==> src/rtl/expr_tx.sv <==
// expr_tx: serialises a short arithmetic expression of BCD operands as ASCII.
// A request carries 1..4 operand nibbles and one "+"/"*" operator per gap;
// characters leave on a valid/ready port, digits and operators alternating.
//
// Optional build macro EXPR_TX_CHECK_EN: when defined, malformed requests
// (cnt outside 1..4, or a used nibble above 9) are rejected with an err
// pulse. When undefined, cnt is clamped into 1..4, nibbles are sent raw and
// err stays low.
//
// Handshake: a character transfers on a rising edge where out_valid=1 and
// out_ready=1. While out_valid=1 and out_ready=0, out and out_valid hold
// steady. out reads 8'h00 whenever out_valid=0.
module expr_tx (
    input  logic        clk,
    input  logic        clr_n,
    input  logic        start,
    input  logic [2:0]  cnt,
    input  logic [15:0] digits,
    input  logic [2:0]  ops,
    output logic [7:0]  out,
    output logic        out_valid,
    input  logic        out_ready,
    output logic        busy,
    output logic        done,
    output logic        err
);

    typedef enum logic [1:0] {
        IDLE  = 2'd0,
        DIGIT = 2'd1,
        OP    = 2'd2,
        FIN   = 2'd3
    } state_t;

    state_t      state;
    logic [2:0]  cnt_r;
    logic [15:0] digits_r;
    logic [2:0]  ops_r;
    logic [1:0]  idx;
    logic [2:0]  eff_cnt;

    // ASCII for operand i of a packed nibble word
    function automatic logic [7:0] digit_char(input logic [15:0] d, input logic [1:0] i);
        return 8'h30 + {4'h0, d[{i, 2'b00} +: 4]};
    endfunction

    // ASCII for the operator sitting after operand i
    function automatic logic [7:0] op_char(input logic [2:0] o, input logic [1:0] i);
        return o[i] ? 8'h2A : 8'h2B;
    endfunction

    // Operand count folded into the legal 1..4 range
    always_comb begin
        eff_cnt = cnt;
        if (cnt == 3'd0)
            eff_cnt = 3'd1;
        else if (cnt > 3'd4)
            eff_cnt = 3'd4;
    end

`ifdef EXPR_TX_CHECK_EN
    logic req_bad;
    logic err_r;

    // Flag an incoming request whose count or used nibbles are out of range
    always_comb begin
        req_bad = (cnt == 3'd0) || (cnt > 3'd4);
        for (int k = 0; k < 4; k++) begin
            if ((3'(k) < cnt) && (digits[4*k +: 4] > 4'd9))
                req_bad = 1'b1;
        end
    end

    assign err = err_r;
`else
    assign err = 1'b0;
`endif

    // Sequencer: state, captured request and registered outputs move together
    always_ff @(posedge clk) begin
        if (!clr_n) begin
            state     <= IDLE;
            cnt_r     <= 3'd0;
            digits_r  <= 16'h0000;
            ops_r     <= 3'd0;
            idx       <= 2'd0;
            out       <= 8'h00;
            out_valid <= 1'b0;
            busy      <= 1'b0;
            done      <= 1'b0;
`ifdef EXPR_TX_CHECK_EN
            err_r     <= 1'b0;
`endif
        end else begin
            done <= 1'b0;
`ifdef EXPR_TX_CHECK_EN
            err_r <= 1'b0;
`endif
            case (state)
                IDLE: begin
                    if (start) begin
`ifdef EXPR_TX_CHECK_EN
                        if (req_bad) begin
                            err_r <= 1'b1;
                        end else
`endif
                        begin
                            cnt_r     <= eff_cnt;
                            digits_r  <= digits;
                            ops_r     <= ops;
                            idx       <= 2'd0;
                            state     <= DIGIT;
                            out       <= digit_char(digits, 2'd0);
                            out_valid <= 1'b1;
                            busy      <= 1'b1;
                        end
                    end
                end

                DIGIT: begin
                    if (out_ready) begin
                        if (({1'b0, idx} + 3'd1) < cnt_r) begin
                            state <= OP;
                            out   <= op_char(ops_r, idx);
                        end else begin
                            // last operand sent: one quiet cycle announcing done
                            state     <= FIN;
                            out       <= 8'h00;
                            out_valid <= 1'b0;
                            done      <= 1'b1;
                        end
                    end
                end

                OP: begin
                    if (out_ready) begin
                        idx   <= idx + 2'd1;
                        state <= DIGIT;
                        out   <= digit_char(digits_r, idx + 2'd1);
                    end
                end

                FIN: begin
                    state <= IDLE;
                    busy  <= 1'b0;
                end

                default: begin
                    state     <= IDLE;
                    out       <= 8'h00;
                    out_valid <= 1'b0;
                    busy      <= 1'b0;
                end
            endcase
        end
    end

endmodule

==> config.mk <==
export PLATFORM = sky130hd
export DESIGN_NAME = expr_tx
export DESIGN_NICKNAME = d
export VERILOG_FILES = /design/src/rtl/expr_tx.sv
export SDC_FILE = /design/constraint.sdc
export NUM_CORES = 1
export LEC_CHECK = 0
export ABC_AREA = 1
export CELL_PAD_IN_SITES_DETAIL_PLACEMENT = 0
export CELL_PAD_IN_SITES_GLOBAL_PLACEMENT = 2
export CORE_MARGIN = 2
export CORE_UTILIZATION = 30
export DETAILED_ROUTE_END_ITERATION = 10
export PLACE_DENSITY = 0.93
export SYNTH_ARGS = -nofsm -noshare
export SYNTH_HDL_FRONTEND = slang
export SYNTH_SLANG_ARGS = --single-unit
==> constraint.sdc <==
create_clock -name clk -period 3.8 [get_ports clk]
set_input_delay 0.95 -clock clk [delete_from_list [all_inputs] [get_ports clk]]
set_output_delay 0.95 -clock clk [all_outputs]
set_load 0.02 [all_outputs]
After elaboration in Yosys (flattened, before gate mapping)
Cells that the tools add are included.
{"block": "classes", "addsub": 4, "order_cmp": 3, "n_eq_ne": 7, "n_shift": 1, "muxes": 24, "reduce_logical": 13}
{"operator": "$mux W8", "n": 3}
{"operator": "$pmux W8 S3", "n": 1}
{"operator": "$shiftx A16 B5 Y4", "n": 1}
{"operator": "$add A6 B4 Y7 const A", "n": 2}
{"operator": "$mux W2", "n": 5}
{"operator": "$reduce_and A3 Y1", "n": 3}
{"operator": "$ne A2 B2 Y1 const B", "n": 4}
{"operator": "$pmux W2 S4", "n": 1}
{"operator": "$reduce_and A4 Y1", "n": 2}
{"operator": "$mux W1", "n": 7}
{"operator": "$mux W3", "n": 2}
{"operator": "$mux W6", "n": 1}
{"operator": "$reduce_bool A2 Y1", "n": 3}
{"operator": "$eq A2 B2 Y1 const B", "n": 2}
{"operator": "$pmux W1 S2", "n": 2}
{"operator": "$pmux W2 S2", "n": 1}
{"operator": "$reduce_and A2 Y1", "n": 2}
{"operator": "$add A2 B1 Y3 const B", "n": 1}
{"operator": "$gt A3 B3 Y1 const B", "n": 1}
{"operator": "$logic_not A3 Y1", "n": 1}
{"operator": "$lt A2 B3 Y1 const B", "n": 1}
{"operator": "$lt A3 B3 Y1", "n": 1}
{"operator": "$reduce_bool A3 Y1", "n": 1}
{"operator": "$add A2 B1 Y2 const B", "n": 1}
{"operator": "3 further kinds", "n": 3}
{"block": "word_totals", "reg_bits": 37, "in_bits": 26, "out_inout_bits": 12, "elab_cells": 61}

Logic depth before layout (Yosys ltp)
{"block": "logic_depth", "word_depth": 6, "depth_mapped": 8, "depth_no_buf": 8}

Worst setup path before layout
Ideal clock, no wire load.
{"block": "synth_timing", "path_type": "input-to-reg", "from": "in out_ready", "to": "reg out[2]", "setup_ns": 0.115, "t_arrival_ns": 1.521, "t_required_ns": 3.685, "slack_ns": 2.165, "path_stages": 7, "path_cell_list": "inv_2 > nand2_1 > nand2_2 > nor2_8 > nand2_1 > a21oi_1 > nor2_1"}
{"block": "synth_via", "elab_chain_len": 2}
{"element": "from (decl)", "line_no": "22", "text": "input logic out_ready,"}
{"element": "$ne A2 B2 Y1 (no source line)"}
{"element": "$reduce_and A4 Y1 (no source line) (*)"}
{"element": "to (signal assigned)", "line_no": "113", "text": "out <= digit_char(digits, 2'd0);"}
{"element": "to (signal assigned)", "line_no": "124", "text": "out <= op_char(ops_r, idx);"}
{"element": "to (signal assigned)", "line_no": "139", "text": "out <= digit_char(digits_r, idx + 2'd1);"}
{"element": "to (decl)", "line_no": "20", "text": "output logic [7:0] out,"}
Mark *: on every way between the ends. The rest lies on a longest branch, timed or not.
A chain may end at the register's enable or synchronous reset.

Worst setup path in the final report
{"block": "layout_timing", "from": "in start", "to": "reg busy"}
{"block": "layout_via", "elab_chain_len": 2}
{"element": "from (decl)", "line_no": "16", "text": "input logic start,"}
{"element": "$ne A2 B2 Y1 (no source line)"}
{"element": "$reduce_and A2 Y1 (no source line)"}
{"element": "to (signal assigned)", "line_no": "89", "text": "busy <= 1'b0;"}
{"element": "to (signal assigned)", "line_no": "115", "text": "busy <= 1'b1;"}
{"element": "to (signal assigned)", "line_no": "145", "text": "busy <= 1'b0;"}
{"element": "to (decl)", "line_no": "23", "text": "output logic busy,"}
Every way passes these cells.

==> flow_summary.toml <==
[place]
port_buffers = 34
dp_hpwl_mm = 2.872
routabilityCongestion = 0.8229
place_area_um2 = 2110

[routing]
drc = 0
dr.pass1.iters = 4
vias = 1552
vias_per_cell = 4.538
ant_nets = 0
post_drt_wl_per_cell_um = 11.69
first_iter_violations = 55
wl_mm = 3.998

[cts]
cts_sinks = 35
cts_hold_buf = 0
cts_made_buffers = 5
cts.repair.resized = 0
clockRootBuffer = "clkbuf_8"
cts_max_level = 2
cts_tree = "yes"
post_cts_buffers = 0
insertion_delay_ns = 0.29
clkTransAtPathRegs_ns = 0.07
ctsLongestPathBuffers = 2

[power_and_ir_drop]
leakagePower_nw = 0.9584
p_switching_mw = 0.7598
power_frac_seq_pct = 33.3
p_per_area_nw_per_um2 = 787.5
pwr-share-comb_pct = 51.0
switching_share_pct = 43.92
p_int_mw = 0.9704
vdd_drop_max_mv = 0.3315
clkPwrFrac_pct = 15.7

[yosys]
async_flop_share_pct = 0
ys_ff_latch = 35
ys_top_cells_by_area = "dfxtp_1 (40%), nand2_1 (7.9%), nor2_1 (7.7%), a21oi_1 (6.6%), ha_1 (6.4%)"
synth_cells = 237
synth_top_cell_area_share_pct = 40.03
yosysWarnings = 0
synth_top_area_cell = "dfxtp_1"
ys_seq_area_share_pct = 40.03
synth_ff_type = "dfxtp_1"
netlist_area_um2 = 1750
ys_types = 26
syn_avg_cell_area_um2 = 7.386
synth_edf_count = 0

[job]
drv_cap = 0

[final_layout]
final_common_cell = "nand2_1"
layout.cells.most_common_list = "nand2_1 (37), nor2_1 (36), dfxtp_1 (35)"
drive_gt1_share_pct = 7.778
antenna_cells = 0
fillers = 618
nets = 305
syn2layout_area_growth_pct = 25.52
multiInputGateArea_um2 = 877.1
regArea_um2 = 700.7
fin_area_um2 = 2197

[floorplanning]
die_x_um = 80.39
dieArea_um2 = 6462
pin_count = 38
core_um2 = 5574
rows = 27
die_y_um = 80.39
floorplan.initialDensity_pct = 31.40

[worst_setup_path]
startpoint_type = "input pin"
critPathRequiredTime_ns = 3.98
critPathMaxFanout = 31
end_kind = "flip-flop"
cp.arrival_ns = 2.56
critPathKind = "input pin to flip-flop"

[min_path]
hp-class = "flip-flop to flip-flop"

[global_route]
grt_max_degree = 32
antenna_found_initial = 0
grt_pass1_wl_mm = 6.630
grt.total_usage_pct = 13.41
grt_pass1_vias = 1375
grt-ovfl-total = 0

[timing]
slew_headroom_pct = 60.68
setup_tns_ns = 0
setup_viol = 0
rsz0062_at_grt = "no"
skew_ns = 0.002400
slew_violations = 0
fmax_mhz = 419.9
hold_viol = 0
period_share_pct = 62.67
worst_slew_pin_slew_ns = 0.5878
finalCriticalPeriod_ns = 2.381

[status]
outcome = "completed"
## per-layer routing
metal | GRT usage (%) | routed length, um
met5 | 0 | 0
met2 | 18.50 | 1648
met3 | 4.157 | 192
met4 | 5.593 | 77
met1 | 19.04 | 2079
## cell type report
cell class | instances | area share [%]
Multi-Input combinational cell | 168 | 39.92
Sequential cell | 35 | 31.89
Timing Repair Buffer | 35 | 15.83
Inverter | 25 | 4.271
Tap cell | 72 | 4.100
Clock buffer | 6 | 3.759
Clock inverter | 1 | 0.2278
## Yosys cell counts, types with 2 or more instances
master     n
ha_1       9
dfxtp_1   35
nand3_1   11
nand2_2    6
o21ai_1    9
a21oi_1   23
clkbuf_1   3
nor2_8     2
buf_4      5
nand2_1   37
nor3_1     2
buf_6      2
o21ai_0   22
nor2_1    36
inv_2      2
inv_1     23
## logic make-up after synthesis
group / after synthesis / synth area share [%]
other: 1 / 0.2142
AO/OA/AOI/OAI: 58 / 17.51
adder cells (fa/ha/maj): 9 / 6.433
AND/OR/NAND/NOR: 98 / 25.52
buffers and inverters: 36 / 10.29
flip-flops: 35 / 40.03
## path summary, 6_finish.rpt
kind | start | endpoint | slack (ns) | depth (start not counted)
setup reg to reg | state[0] | busy | 1.70 | 6
hold / removal | digits_r[8] | digits_r[8] | 0.46 | 2
setup / recovery | start | busy | 1.42 | 5
hold reg to reg | digits_r[8] | digits_r[8] | 0.46 | 2
## critical path, stage by stage
cell and delay (ns):
clkdlybuf4s50_1 0.43, nand2_2 0.45, inv_1 0.38, o21ai_0 0.27
a21oi_1 0.05
## flip-flops by register name, indices dropped and copies added, names as in the netlist
signal and count:
cnt_r 3, digits_r 16, state 2, out_valid 1, ops_r 3, busy 1
done 1, idx 2, out 6
## power groups by stage
stage	Combinational, mW	Clock (mW)	Sequential (mW)
floorplan	0.655	0	0.599
global placement	0.878	0	0.584
detailed placement	0.884	0	0.585
CTS	0.892	0.282	0.579
global route	1.01	0.298	0.596
finish	0.882	0.271	0.577
## through the flow
| stage | power, mW | hold WS [ns] | instances | util (%) | setup slack, ns |
|---|---|---|---|---|---|
| 2_1_floorplan | 1.254 | 0.4246 | 239 | - | 2.165 |
| 3_3_place_gp | 1.462 | 0.4455 | 335 | 37.85 | 1.184 |
| 3_5_place_dp | 1.469 | 0.4492 | 335 | 37.85 | 1.103 |
| 4_1_cts | 1.753 | 0.4611 | 342 | 39.42 | 1.401 |
| 5_1_grt | 1.903 | 0.4824 | 342 | 39.42 | 1.250 |
| 6_report | 1.730 | 0.4579 | 342 | 39.42 | 1.419 |
(Power assumes the default switching activity.)
